File: config.mk
export PLATFORM = sky130hd
export DESIGN_NAME = mux16_rr_arbiter
export DESIGN_NICKNAME = d
export VERILOG_FILES = /design/src/rtl/mux16_rr_arbiter.sv
export SDC_FILE = /design/constraint.sdc
export NUM_CORES = 1
export LEC_CHECK = 0
export ABC_CLOCK_PERIOD_IN_PS = 5500
export CAP_MARGIN = 10
export CELL_PAD_IN_SITES_DETAIL_PLACEMENT = 1
export CELL_PAD_IN_SITES_GLOBAL_PLACEMENT = 1
export CORE_ASPECT_RATIO = 1.1
export CORE_MARGIN = 3
export CORE_UTILIZATION = 40
export CTS_CLUSTER_SIZE = 12
export DETAILED_ROUTE_END_ITERATION = 8
export GPL_TIMING_DRIVEN = 0
export PLACE_DENSITY_LB_ADDON = 0.08
export SLEW_MARGIN = 20
export SYNTH_ARGS = -nofsm -noshare
export SYNTH_HDL_FRONTEND = slang
export SYNTH_SLANG_ARGS = --single-unit
File: constraint.sdc
create_clock -name Clock -period 5.5 [get_ports Clock]
set_clock_uncertainty 0.2 [all_clocks]
set_input_delay 1.375 -clock Clock [delete_from_list [all_inputs] [get_ports Clock]]
set_output_delay 1.375 -clock Clock [all_outputs]
set_load 0.02 [all_outputs]
File: src/rtl/mux16_rr_arbiter.sv
// Round-robin arbiter for 16 single-bit requesters sharing one 16:1 data mux.
// The owner holds the grant until Ack, until it drops its request, or until the ack-wait limit expires.
module mux16_rr_arbiter #(
    parameter int unsigned TIMEOUT = 15
) (
    input  logic        Clock,
    input  logic        Resetn,
    input  logic [15:0] Req,
    input  logic [15:0] W,
    input  logic        Ack,
    output logic [3:0]  Sel,
    output logic [15:0] Grant,
    output logic        Valid,
    output logic        F,
    output logic        Err,
    output logic [1:0]  dbg_state,
    output logic [3:0]  dbg_ptr
);

    // Handshake: a transfer happens on a rising edge where Valid=1 and Ack=1.
    // Ack outside GRANT has no effect; F is only meaningful while Valid=1.

    typedef enum logic [1:0] {
        IDLE    = 2'd0,
        GRANT   = 2'd1,
        RECOVER = 2'd2
    } state_t;

    localparam logic [7:0] TIMEOUT_W = 8'(TIMEOUT);

    state_t      state, state_nxt;
    logic [3:0]  ptr, ptr_nxt;
    logic [3:0]  sel_nxt;
    logic [15:0] grant_nxt;
    logic        valid_nxt;
    logic        err_nxt;
    logic [7:0]  wait_cnt, wait_nxt;
    logic [7:0]  wait_inc;

    logic [31:0] req_rot_wide;
    logic [15:0] req_rot;
    logic [3:0]  offset;
    logic [3:0]  pick;
    logic        found;

    // Rotate so bit 0 is the highest-priority requester, then take the lowest set bit.
    assign req_rot_wide = {Req, Req} >> ptr;
    assign req_rot      = req_rot_wide[15:0];
    assign found        = |Req;

    always_comb begin
        offset = 4'd0;
        for (int i = 15; i >= 0; i--) begin
            if (req_rot[i]) begin
                offset = 4'(i);
            end
        end
    end

    assign pick     = 4'(ptr + offset);
    assign wait_inc = 8'(wait_cnt + 8'd1);

    always_ff @(posedge Clock or negedge Resetn) begin
        if (!Resetn) begin
            state    <= IDLE;
            ptr      <= 4'd0;
            Sel      <= 4'd0;
            Grant    <= 16'd0;
            Valid    <= 1'b0;
            Err      <= 1'b0;
            wait_cnt <= 8'd0;
        end else begin
            state    <= state_nxt;
            ptr      <= ptr_nxt;
            Sel      <= sel_nxt;
            Grant    <= grant_nxt;
            Valid    <= valid_nxt;
            Err      <= err_nxt;
            wait_cnt <= wait_nxt;
        end
    end

    always_comb begin
        state_nxt = state;
        ptr_nxt   = ptr;
        sel_nxt   = Sel;
        grant_nxt = Grant;
        valid_nxt = Valid;
        err_nxt   = 1'b0;
        wait_nxt  = wait_cnt;

        case (state)
            IDLE: begin
                valid_nxt = 1'b0;
                grant_nxt = 16'd0;
                wait_nxt  = 8'd0;
                if (found) begin
                    sel_nxt   = pick;
                    grant_nxt = 16'd1 << pick;
                    valid_nxt = 1'b1;
                    state_nxt = GRANT;
                end
            end
            GRANT: begin
                // Ack takes precedence over a timeout landing on the same edge.
                if (Ack || !Req[Sel] || (wait_inc == TIMEOUT_W)) begin
                    ptr_nxt   = 4'(Sel + 4'd1);
                    valid_nxt = 1'b0;
                    grant_nxt = 16'd0;
                    wait_nxt  = 8'd0;
                    err_nxt   = !Ack && Req[Sel];
                    state_nxt = RECOVER;
                end else begin
                    wait_nxt = wait_inc;
                end
            end
            RECOVER: begin
                valid_nxt = 1'b0;
                grant_nxt = 16'd0;
                state_nxt = IDLE;
            end
            default: begin
                valid_nxt = 1'b0;
                grant_nxt = 16'd0;
                state_nxt = IDLE;
            end
        endcase
    end

    assign F         = Valid ? W[Sel] : 1'b0;
    assign dbg_state = state;
    assign dbg_ptr   = ptr;

endmodule

==> metrics.cfg <==
[sta]
period_share_pct=95.1
min_period_ns=5.23
worst_pin_slew_ns=1.00
finalHoldViolCount=0
rsz0062_at_grt=no
final_max_slew_viol_count=0
max_slew_margin_pct=32.6
finalSetupViolations=0
max_freq_ghz=0.191

[yosys]
synth_cell_type_count=52
synth_most_common_cell=nand2_1
ys_seq_elements=36
ys_seq_area_share_pct=30.1
synthTopCellsByCount=nand2_1, dfrtp_1, mux4_2
syn_avg_cell_area_um2=10.3
synth_area_um2=2990
synthSimpleGateAreaFrac_pct=16.0
async_reset_ff_share_pct=100
syn_inst=290
synthesis.nets=332
synth_edf_count=0
synth_top_area_share_pct=30.1
muxShareOfSynthArea_pct=29.6
synth-adder-area-share_pct=3.18
synth-main-ff-cell=dfrtp_1
netlist_top_cells_area=dfrtp_1, mux4_2, mux2_2, nand2_1, mux2i_1
synth_compound_area_share_pct=14.8
synth_top_family_by_area=multiplexers
yosys.area_share.xor_xnor_pct=2.59
yosysWarnings=0
synth_top_area_cell=dfrtp_1

[worst_setup_path]
rrSetupSlack_ns=1.07
cp-end-kind=flop
timing.rr.start=dbg_ptr[3]
critPathLaunchType=primary input
crit_path_max_fanout=9
cp.required_ns=5.52
reg2reg_depth=16
regToRegEndpoint=Sel[3]
worst_ep_arrival_time_ns=5.25
path_class=primary input to flop

[clock_tree]
clk_pin_slew_ns=0.08
cts_tree=yes
htreeDepth=2
cts-root-buf=clkbuf_8
cts_buffers=5
cts_num_sinks=36
clock_latency_ns=0.29
cts_buffer_depth=2

[place]
io_buffers=63
place_inst=439
gp_congestion=0.882
place_hpwl_um=6800

[global_route]
overflow=0
antenna_found_initial=0
grt_first_pass_wirelength_um=14500
grt_pass1_vias=2859
grt_usage_pct=21.2
grt_max_degree=21

[worst_hold_path]
hold_class=flop to flop
hp-start=Grant[5]
hold_depth=2
hold_end=Grant[5]

[detailed_routing]
ant_nets=0
drt-vias-per-instance=6.02
num_vias=2719
first_iter_violations=95
drc=0
wl_per_cell_um=18.9
wl_um=8550
drt_first_pass_iters=4

[floorplanning]
rows=32
core_region_area_um2=7130
initial_core_util_pct=42.0
die-area_um2=8560
die_w_um=88.5
io_pins=64
dieHeight_um=96.7

[layout]
final_util_pct=54.5
drive_gt1_share_pct=19.3
fin_cells=452
nets=408
antenna_cells=0
syn_to_final_growth_pct=29.8
n_fill_cell=808

[job]
drv_cap=0

[power]
ir_drop_v=0.000246
leakage_nw=1.55
p_per_area_nw_per_um2=632

[status]
status=completed

[cell usage in the layout, fill, tap and decap left out, drive strengths merged, types with 5 or more instances in the layout]
cell type	Yosys	layout
clkdlybuf4s50	0	62
nand2	43	43
dfrtp	36	36
mux4	26	26
o21ai	19	19
mux2	17	17
clkbuf	11	17
buf	5	12
mux2i	11	11
nand3	9	9
inv	9	9
nor2	8	8
a32o	8	8
nor2b	7	7
a21oi	6	6
ha	6	6
and2	5	5
nor4	5	5
[registers in the layout, indices dropped and copies added, names as in the netlist]
register	count
wait_cnt	8
Err	1
dbg_state	2
Sel	4
Valid	1
dbg_ptr	4
Grant	16
[worst max-delay path: stages]
cell and delay [ns]:
clkdlybuf4s50_1 0.55, mux4_2 0.57, mux2_2 0.28, o311ai_0 0.31
a22o_1 0.17, nand2_1 0.06, a22oi_1 0.24, a22o_1 0.17
ha_1 0.16, inv_1 0.06, fa_1 0.40, xnor2_1 0.18
and2_1 0.14, clkbuf_1 0.33, nand2_1 0.11, o21ai_1 0.14
[worst max path at each step]
stage	startpoint	end	slack [ns]	cells past startpoint
2_1_floorplan	Req[5]	Grant[13]	0.93	14
3_3_place_gp	Req[12]	Grant[12]	-0.05	15
3_5_place_dp	Req[12]	Grant[13]	-0.12	15
4_1_cts	Req[12]	Grant[12]	0.18	15
5_1_grt	Req[8]	Grant[4]	0.008	16
6_report	Req[8]	Grant[7]	0.27	16
[final cells by class]
class / instances / area (um2) / area share [%]
inverters: 9 / 33.8 / 0.869
plain buffers: 16 / 77.6 / 2.00
repair buffers: 69 / 691 / 17.8
clock buffers: 6 / 82.6 / 2.12
well taps: 85 / 106 / 2.74
multi-input cells: 229 / 1990 / 51.1
clock inverters: 2 / 10.0 / 0.257
flip-flops and latches: 36 / 901 / 23.2
[power by group]
group | internal, mW | switching [mW]
clock | 0.100 | 0.100
sequential | 0.340 | 0.0739
combinational | 0.849 | 0.992
total | 1.29 | 1.17
[layer usage]
layer  track usage [%]  part of all wire (%)
met1              27.8                    42
met5                 0                     0
met3              1.79                   2.7
met2              36.3                    54
met4              6.74                   2.0
[metrics by stage]
stage	total power, mW	instance area (um2)	TNS [ns]	hold WS [ns]	setup WS [ns]
2_1_floorplan	1.68	2990	0	0.274	0.931
3_3_place_gp	2.16	3730	-0.287	0.268	-0.0489
3_5_place_dp	2.20	3750	-1.01	0.274	-0.117
4_1_cts	2.41	3850	0	0.292	0.185
5_1_grt	2.67	3890	0	0.318	0.00806
6_report	2.46	3890	0	0.283	0.270
[kinds of logic (layout without fill, tap and decap cells)]
kind of cell | count (synthesis) | count (layout)
AOI/OAI and AO/OA | 62 | 62
DFF | 36 | 36
buffers and inverters | 25 | 102
muxes | 54 | 54
adders and majority gates | 7 | 7
and+or+nand+nor | 98 | 98
xor gates and xnor gates | 8 | 8
[what timing repair did]
item                                    CTS  global route
setup buffers                             0             5
gates resized for setup                   0             1
hold buffers                              0             0
endpoints found under the setup margin    0            17
(Power assumes the default switching activity.)
